### config.mk
export PLATFORM = sky130hd
export DESIGN_NAME = rob
export DESIGN_NICKNAME = d
export VERILOG_FILES = /design/src/rtl/rob_pkg.sv /design/src/rtl/rob_ptr.sv /design/src/rtl/rob.sv
export SDC_FILE = /design/constraint.sdc
export NUM_CORES = 1
export LEC_CHECK = 0
export BUFFER_PORTS_ARGS = -buffer_cell sky130_fd_sc_hd__buf_2
export CAP_MARGIN = 20
export CORE_AREA = 2 2 191 193
export CTS_CLUSTER_DIAMETER = 30
export DETAILED_ROUTE_END_ITERATION = 8
export DIE_AREA = 0 0 193 195
export PLACE_DENSITY = 0.77
export SYNTH_ARGS = -nofsm -noshare
export SYNTH_HDL_FRONTEND = slang
export SYNTH_HIERARCHICAL = 1
export SYNTH_SLANG_ARGS = --single-unit
### constraint.sdc
create_clock -name clk -period 3.18 [get_ports clk]
set_input_delay 0.318 -clock clk [delete_from_list [all_inputs] [get_ports clk]]
set_output_delay 0.318 -clock clk [all_outputs]
set_load 0.01 [all_outputs]
### src/rtl/rob_pkg.sv
// Shared reorder-buffer parameters and the entry record.
package rob_pkg;
  localparam int ROB_DEPTH  = 32;
  localparam int ROB_IDX_W  = $clog2(ROB_DEPTH);
  localparam int PTR_W      = ROB_IDX_W + 1;
  localparam int CDB_WIDTH  = 2;
  localparam int PRF_IDX_W  = 6;
  localparam int ARCH_IDX_W = 5;

  typedef struct packed {
    logic                  valid;
    logic                  done;
    logic [PRF_IDX_W-1:0]  rd_phy;
    logic [ARCH_IDX_W-1:0] rd_arch;
  } rob_entry_t;

  // Same slot, opposite lap: the buffer holds ROB_DEPTH entries.
  function automatic logic ptr_full(input logic [PTR_W-1:0] h, input logic [PTR_W-1:0] t);
    return (h[ROB_IDX_W-1:0] == t[ROB_IDX_W-1:0]) && (h[ROB_IDX_W] != t[ROB_IDX_W]);
  endfunction
endpackage

### src/rtl/rob_ptr.sv
// Wrap-tagged ring pointer: low bits index the ring, MSB toggles each lap.
module rob_ptr
  import rob_pkg::*;
#(
  parameter int W = PTR_W
) (
  input  logic         clk,
  input  logic         rst_n,
  input  logic         inc_i,
  output logic [W-1:0] ptr_o
);
  logic [W-1:0] ptr_q, ptr_d;

  assign ptr_d = inc_i ? ptr_q + W'(1) : ptr_q;
  assign ptr_o = ptr_q;

  always_ff @(posedge clk or negedge rst_n) begin
    if (!rst_n) ptr_q <= '0;
    else        ptr_q <= ptr_d;
  end
endmodule

### src/rtl/rob.sv
// In-order reorder buffer: allocate at dispatch, mark done from the CDB, retire one per cycle.
// Optional ROB_PERF_CNT_EN adds commit and dispatch-stall counters.
module rob
  import rob_pkg::*;
(
  input  logic                                  clk,
  input  logic                                  rst,
  input  logic                                  dispatch_valid,
  output logic                                  dispatch_ready,
  input  logic [PRF_IDX_W-1:0]                  dispatch_rd_phy,
  input  logic [ARCH_IDX_W-1:0]                 dispatch_rd_arch,
  output logic [ROB_IDX_W-1:0]                  dispatch_rob_id,
  input  logic [CDB_WIDTH-1:0]                  cdb_valid,
  input  logic [CDB_WIDTH-1:0][ROB_IDX_W-1:0]   cdb_rob_id,
  output logic                                  commit_valid,
  output logic [ROB_IDX_W-1:0]                  commit_rob_id,
  output logic [PRF_IDX_W-1:0]                  commit_rd_phy,
  output logic [ARCH_IDX_W-1:0]                 commit_rd_arch
`ifdef ROB_PERF_CNT_EN
  ,output logic [31:0]                          perf_commit_cnt
  ,output logic [31:0]                          perf_full_cnt
`endif
);
  rob_entry_t             entries_q [ROB_DEPTH];
  rob_entry_t             entries_d [ROB_DEPTH];
  logic [PTR_W-1:0]       head, tail;
  logic [ROB_IDX_W-1:0]   head_idx, tail_idx;
  logic                   dispatch_fire;

  rob_ptr #(.W(PTR_W)) u_head (.clk(clk), .rst_n(rst), .inc_i(commit_valid),  .ptr_o(head));
  rob_ptr #(.W(PTR_W)) u_tail (.clk(clk), .rst_n(rst), .inc_i(dispatch_fire), .ptr_o(tail));

  assign head_idx        = head[ROB_IDX_W-1:0];
  assign tail_idx        = tail[ROB_IDX_W-1:0];
  assign dispatch_ready  = !ptr_full(head, tail);
  assign dispatch_fire   = dispatch_valid && dispatch_ready;
  assign dispatch_rob_id = tail_idx;

  assign commit_valid    = entries_q[head_idx].valid && entries_q[head_idx].done;
  assign commit_rob_id   = head_idx;
  assign commit_rd_phy   = entries_q[head_idx].rd_phy;
  assign commit_rd_arch  = entries_q[head_idx].rd_arch;

  // Retire clear is applied after CDB marking so a late CDB hit on the
  // retiring head cannot resurrect its done bit.
  always_comb begin
    entries_d = entries_q;
    for (int p = 0; p < CDB_WIDTH; p++) begin
      if (cdb_valid[p] && entries_q[cdb_rob_id[p]].valid)
        entries_d[cdb_rob_id[p]].done = 1'b1;
    end
    if (commit_valid) begin
      entries_d[head_idx].valid = 1'b0;
      entries_d[head_idx].done  = 1'b0;
    end
    if (dispatch_fire) begin
      entries_d[tail_idx].valid   = 1'b1;
      entries_d[tail_idx].done    = 1'b0;
      entries_d[tail_idx].rd_phy  = dispatch_rd_phy;
      entries_d[tail_idx].rd_arch = dispatch_rd_arch;
    end
  end

  always_ff @(posedge clk or negedge rst) begin
    if (!rst) begin
      for (int i = 0; i < ROB_DEPTH; i++) entries_q[i] <= '0;
    end else begin
      entries_q <= entries_d;
    end
  end

`ifdef ROB_PERF_CNT_EN
  logic [31:0] perf_commit_q, perf_full_q;

  always_ff @(posedge clk or negedge rst) begin
    if (!rst) begin
      perf_commit_q <= '0;
      perf_full_q   <= '0;
    end else begin
      if (commit_valid)                     perf_commit_q <= perf_commit_q + 32'd1;
      if (dispatch_valid && !dispatch_ready) perf_full_q   <= perf_full_q + 32'd1;
    end
  end

  assign perf_commit_cnt = perf_commit_q;
  assign perf_full_cnt   = perf_full_q;
`endif
endmodule

==> impl_results.html <==
<table>
<tr><th>Metric</th><th>Value</th></tr>
<tr><th colspan="2">Run status</th></tr>
<tr><td>Status</td><td>completed</td></tr>
<tr><th colspan="2">Pwr</th></tr>
<tr><td>Net switching power of the design</td><td>between 9 and 10 mW</td></tr>
<tr><td>Worst ir drop on vdd</td><td>1.01 mV</td></tr>
<tr><td>Combinational share of power</td><td>between 30% and 40%</td></tr>
<tr><td>Pwr/cell area</td><td>1120 nW/um^2</td></tr>
<tr><td>Internal power of the cells</td><td>18.7 mW</td></tr>
<tr><td>Proportion of power drawn by the clock network</td><td>a little over a third</td></tr>
<tr><td>Sequential share of power</td><td>32.2%</td></tr>
<tr><td>LEAKAGE</td><td>about 12 nW</td></tr>
<tr><td>Total Power Consumption</td><td>28.5 mW</td></tr>
<tr><td>Switching portion of total power</td><td>34.3%</td></tr>
<tr><th colspan="2">Synth</th></tr>
<tr><td>Ys Warns</td><td>6</td></tr>
<tr><td>Leading cell types by total area after synthesis</td><td>sky130_fd_sc_hd__dfrtp_1 (51%), sky130_fd_sc_hd__nand2_1 (10%), sky130_fd_sc_hd__mux4_2 (10%)</td></tr>
<tr><td>Share of flip-flops with an asynchronous set or reset after synthesis</td><td>100%</td></tr>
<tr><td>Register area share after synthesis</td><td>51.0%</td></tr>
<tr><td>Combined area of all synthesized cells</td><td>21000 sq um</td></tr>
<tr><td>Net count after synthesis</td><td>1931</td></tr>
<tr><td>Count of unique library cells instantiated by Yosys</td><td>56</td></tr>
<tr><td>Flops &amp; latches, synth</td><td>428</td></tr>
<tr><td>Top FF cell, synth</td><td>sky130_fd_sc_hd__dfrtp_1</td></tr>
<tr><td>Share of the synthesized area in the top cell type</td><td>51.0%</td></tr>
<tr><td>Number of flops mapped to enable cells by yosys</td><td>0</td></tr>
<tr><td>Average footprint of a synthesized cell</td><td>11.0 sq um</td></tr>
<tr><td>Cell taking the most area after synthesis</td><td>sky130_fd_sc_hd__dfrtp_1</td></tr>
<tr><td>Cell count after synthesis</td><td>1903</td></tr>
<tr><th colspan="2">CTS</th></tr>
<tr><td>Clock tree from TritonCTS</td><td>yes</td></tr>
<tr><td>CTS Buffer Depth</td><td>3</td></tr>
<tr><td>Clock Latency Late Sink</td><td>620 ps</td></tr>
<tr><td>Level count of the clock H-tree</td><td>3</td></tr>
<tr><td>CTS Root Buffer Type</td><td>sky130_fd_sc_hd__clkbuf_16</td></tr>
<tr><td>CTS Buf Count</td><td>93</td></tr>
<tr><td>Clock transition time at the flip-flop clock pins of the worst setup and hold paths</td><td>roughly 40 ps</td></tr>
<tr><td>TritonCTS Sinks</td><td>428</td></tr>
<tr><th colspan="2">Global routing</th></tr>
<tr><td>Number of global-route vias before repair</td><td>17551</td></tr>
<tr><td>Global-route usage over all layers</td><td>37.6%</td></tr>
<tr><td>Maximum number of pins on one net before global-route repair</td><td>slightly below 100</td></tr>
<tr><td>Total overflow reported by the global router</td><td>0</td></tr>
<tr><td>First-pass GRT wire length</td><td>105000 um</td></tr>
<tr><td>Number of antenna violations at the first check in global routing</td><td>1</td></tr>
<tr><th colspan="2">STA</th></tr>
<tr><td>Remaining max-slew budget at the tightest pin</td><td>between 20% and 30%</td></tr>
<tr><td>Setup violations, final</td><td>0</td></tr>
<tr><td>Setup repair after global routing missed its margin</td><td>yes</td></tr>
<tr><td>Post-Route Skew</td><td>50.6 ps</td></tr>
<tr><td>Actual slew at the worst max-slew pin</td><td>1070 ps</td></tr>
<tr><td>Fmax</td><td>0.316 GHz</td></tr>
<tr><td>Least setup slack across all paths after layout</td><td>around 19 ps</td></tr>
<tr><td>Final Cycle Share</td><td>99.4%</td></tr>
<tr><td>Final count of hold timing violations</td><td>0</td></tr>
<tr><td>Max-slew violation count</td><td>0</td></tr>
<tr><td>Final period demand of the worst path</td><td>between 3000 and 4000 ps</td></tr>
<tr><th colspan="2">Placement</th></tr>
<tr><td>Placement-stage cell area</td><td>~22000 sq um</td></tr>
<tr><td>Placer congestion estimate</td><td>0.982</td></tr>
<tr><td>Detailed-placement wirelength estimate</td><td>41600 um</td></tr>
<tr><td># port buffers</td><td>48</td></tr>
<tr><td>Worst setup timing slack at the placement stage</td><td>between 200 and 300 ps</td></tr>
<tr><th colspan="2">Critical path</th></tr>
<tr><td>Cell breakdown of the critical path</td><td>buf_16 &gt; buf_4 &gt; mux4_2 &gt; a22oi_1 &gt; nand4_1 &gt; buf_2</td></tr>
<tr><td>Largest stage delay on the critical path</td><td>a little over 500 ps</td></tr>
<tr><td>Register-to-register path setup slack</td><td>~330 ps</td></tr>
<tr><td>Delay-heaviest family, CP</td><td>buffers and inverters</td></tr>
<tr><td>Type of the worst setup path</td><td>reg -&gt; out</td></tr>
<tr><td>Req. time, crit path</td><td>2860 ps</td></tr>
<tr><td>Slowest cell on the critical path</td><td>sky130_fd_sc_hd__mux4_2</td></tr>
<tr><td>Kind of end point of the critical path</td><td>output pin</td></tr>
<tr><td>Worst-path fanout max</td><td>21</td></tr>
<tr><td>Critical Path Start Type</td><td>flop</td></tr>
<tr><td>Number of buffers and inverters on the critical path</td><td>3</td></tr>
<tr><td>WP data arrival</td><td>between 2000 and 3000 ps</td></tr>
<tr><th colspan="2">Layout</th></tr>
<tr><td>Diode count</td><td>0</td></tr>
<tr><td>Post-layout instance area</td><td>roughly 25000 sq um</td></tr>
<tr><td>Share of final-layout standard cells stronger than drive strength 1</td><td>approximately 30%</td></tr>
<tr><td>FILL cells</td><td>between 2000 and 2500</td></tr>
<tr><td>Nets@finish</td><td>1999</td></tr>
<tr><td>Area overhead of the layout relative to synthesis</td><td>21.1%</td></tr>
<tr><th colspan="2">Routing</th></tr>
<tr><td>Post-detailed-route via-to-cell ratio</td><td>~6.6</td></tr>
<tr><td>Initial DRC Count</td><td>1834</td></tr>
<tr><td>Number of nets with antenna violations after routing</td><td>0</td></tr>
<tr><td>Routed wire length per instance</td><td>27.1 um</td></tr>
<tr><td>First-pass detailed-route iteration total</td><td>5</td></tr>
<tr><td>Remaining routing DRC violations</td><td>0</td></tr>
<tr><td>Final wirelength</td><td>approximately 68000 um</td></tr>
<tr><td>Total via count in the routed design</td><td>16619</td></tr>
<tr><th colspan="2">Floorplan</th></tr>
<tr><td>Width of the die</td><td>193 um</td></tr>
<tr><td>Starting density of the core</td><td>about three fifths</td></tr>
<tr><td>Core Box Area</td><td>35400 sq um</td></tr>
<tr><td>Die extent in y</td><td>195 um</td></tr>
<tr><td>Core Rows</td><td>69</td></tr>
<tr><td>Number of top-level pins</td><td>49</td></tr>
<tr><td>Die outline area</td><td>37600 sq um</td></tr>
<tr><th colspan="2">Job</th></tr>
<tr><td>Number of violations of the max-capacitance limit</td><td>0</td></tr>
<tr><th colspan="2">Hold path</th></tr>
<tr><td>Hold Path Class</td><td>in -&gt; reg</td></tr>
</table>
==> registers in the layout, summed over array words and instances (netlist names) <==
name and flops:
entries_q 416, u_head/ptr_o 6, u_tail/ptr_o 6
==> cells in the final DEF, fill, tap and decap left out, drive strengths merged, types with 5 or more instances in the layout <==
| master | Yosys | layout |
|---|---|---|
| and2 | 14 | 14 |
| nand3b | 7 | 7 |
| xnor2 | 11 | 11 |
| a211oi | 14 | 14 |
| mux2i | 46 | 46 |
| mux2 | 184 | 184 |
| nand3 | 65 | 65 |
| a21o | 18 | 18 |
| a221oi | 18 | 18 |
| clkinv | 0 | 29 |
| and3b | 8 | 8 |
| o21ai | 16 | 16 |
| clkbuf | 86 | 119 |
| and3 | 27 | 27 |
| bufinv | 0 | 10 |
| nand4 | 18 | 18 |
| xor2 | 5 | 5 |
| nor2 | 19 | 19 |
| nand2 | 567 | 567 |
| clkinvlp | 0 | 9 |
| dfrtp | 428 | 428 |
| mux4 | 94 | 94 |
| a31oi | 29 | 29 |
| nor3b | 12 | 12 |
| o22ai | 22 | 22 |
| nor3 | 16 | 16 |
| nor2b | 5 | 5 |
| buf | 81 | 139 |
| a22oi | 46 | 46 |
| inv | 16 | 20 |
==> worst reg2reg max path, delay by kind of cell (launching register included) <==
family          cells  cell delay (ps)
flops               1              480
compound gates      1              230
xor+xnor            1              140
simple gates        3             1040
buf+inv             3              550
mux                 1              290
==> synthesized netlist by cell type, types with 3 or more instances <==
cell	count
sky130_fd_sc_hd__xnor2_1	11
sky130_fd_sc_hd__buf_4	5
sky130_fd_sc_hd__nor2b_1	5
sky130_fd_sc_hd__dfrtp_1	428
sky130_fd_sc_hd__nand3b_1	7
sky130_fd_sc_hd__a22oi_1	46
sky130_fd_sc_hd__and3_1	26
sky130_fd_sc_hd__or3b_2	3
sky130_fd_sc_hd__nor2_1	16
sky130_fd_sc_hd__clkbuf_1	85
sky130_fd_sc_hd__nand4_1	16
sky130_fd_sc_hd__nand2_1	566
sky130_fd_sc_hd__nor3_1	16
sky130_fd_sc_hd__o22ai_1	22
sky130_fd_sc_hd__o21ai_0	16
sky130_fd_sc_hd__or2_2	3
sky130_fd_sc_hd__a31oi_1	29
sky130_fd_sc_hd__nor3b_1	12
sky130_fd_sc_hd__mux2i_1	46
sky130_fd_sc_hd__nand3_1	65
sky130_fd_sc_hd__and3b_1	8
sky130_fd_sc_hd__mux2_2	180
sky130_fd_sc_hd__inv_1	16
sky130_fd_sc_hd__a21oi_1	4
sky130_fd_sc_hd__xor2_1	5
sky130_fd_sc_hd__buf_2	39
sky130_fd_sc_hd__mux2_1	4
sky130_fd_sc_hd__a211oi_1	14
sky130_fd_sc_hd__mux4_2	94
sky130_fd_sc_hd__buf_1	33
sky130_fd_sc_hd__and2_1	14
sky130_fd_sc_hd__a21o_1	18
sky130_fd_sc_hd__a221oi_1	11
sky130_fd_sc_hd__a221oi_2	7
sky130_fd_sc_hd__buf_6	4
==> stage by stage <==
stage                     util [%]  cells  hold WS (ps)  setup TNS [ps]
after floorplan                  -   1903          22.4               0
after global placement        61.8   2324           388               0
after detailed placement      61.8   2324           386               0
after CTS                     71.4   2500           106               0
after global routing          71.8   2508           160           -38.2
final                         71.8   2508           134               0
==> cells by family (layout without fill, tap and decap cells) <==
kind of cell               count (synthesis)  count (layout)  synth area share, %
buffers and inverters                    183             327                 3.74
DFF                                      428             428                 51.0
xor gates and xnor gates                  16              16                0.668
muxes                                    324             324                 22.2
and+or+nand+nor                          774             774                 16.2
adders and majority gates                  2               2                0.119
AOI/OAI and AO/OA                        176             176                 6.13
==> metal layers <==
layer	track usage, %	share of wire (%)
met1	49.6	37
met2	57.7	48
met4	21.4	5.6
met3	8.57	9.5
met5	0	0
==> path summary, 6_finish.rpt <==
check | startpoint | end | depth (start not counted)
min reg2reg | entries_q[21]$_DFFE_PN0P_ | entries_q[21]$_DFFE_PN0P_ | 2
max reg2reg | u_head/ptr_o[1]$_DFFE_PN0P_ | entries_q[287]$_DFFE_PN0P_ | 9
min | dispatch_valid | u_tail/ptr_o[0]$_DFFE_PN0P_ | 3
max | u_head/ptr_o[0]$_DFFE_PN0P_ | commit_rd_arch[3] | 6
max in group asynchronous | rst | entries_q[291]$_DFFE_PN0P_ | 3
min in group asynchronous | rst | u_head/ptr_o[0]$_DFFE_PN0P_ | 2
==> timing repair <==
item	CTS	global route
setup buffers	4	8
cloned	0	0
pin swaps	1	3
setup endpoints to repair	12	6
hold endpoints to repair	77	0
hold buffers	1	0
resized for setup	13	15
==> power groups by stage <==
| stage | registers, mW | logic [mW] | clock network [mW] |
|---|---|---|---|
| 3_5_place_dp | 9.24 | 8.63 | 0 |
| 5_1_grt | 9.39 | 10.0 | 10.2 |
| 4_1_cts | 9.13 | 9.15 | 9.92 |
| 2_1_floorplan | 8.62 | 6.24 | 0 |
| 3_3_place_gp | 9.08 | 8.38 | 0 |
| 6_report | 9.19 | 9.44 | 9.89 |
==> area by class of cell <==
class                      count  area, sq um  area share [%]
sequential                   428        10700            42.2
multi-input combinational   1292         9610            37.8
clock buffer                 119         2620            10.3
timing repair buffer         140         1170            4.62
clock inverter                52          661            2.60
tap                          461          577            2.27
inverter                      16         60.1           0.236
(Power assumes the default switching activity.)
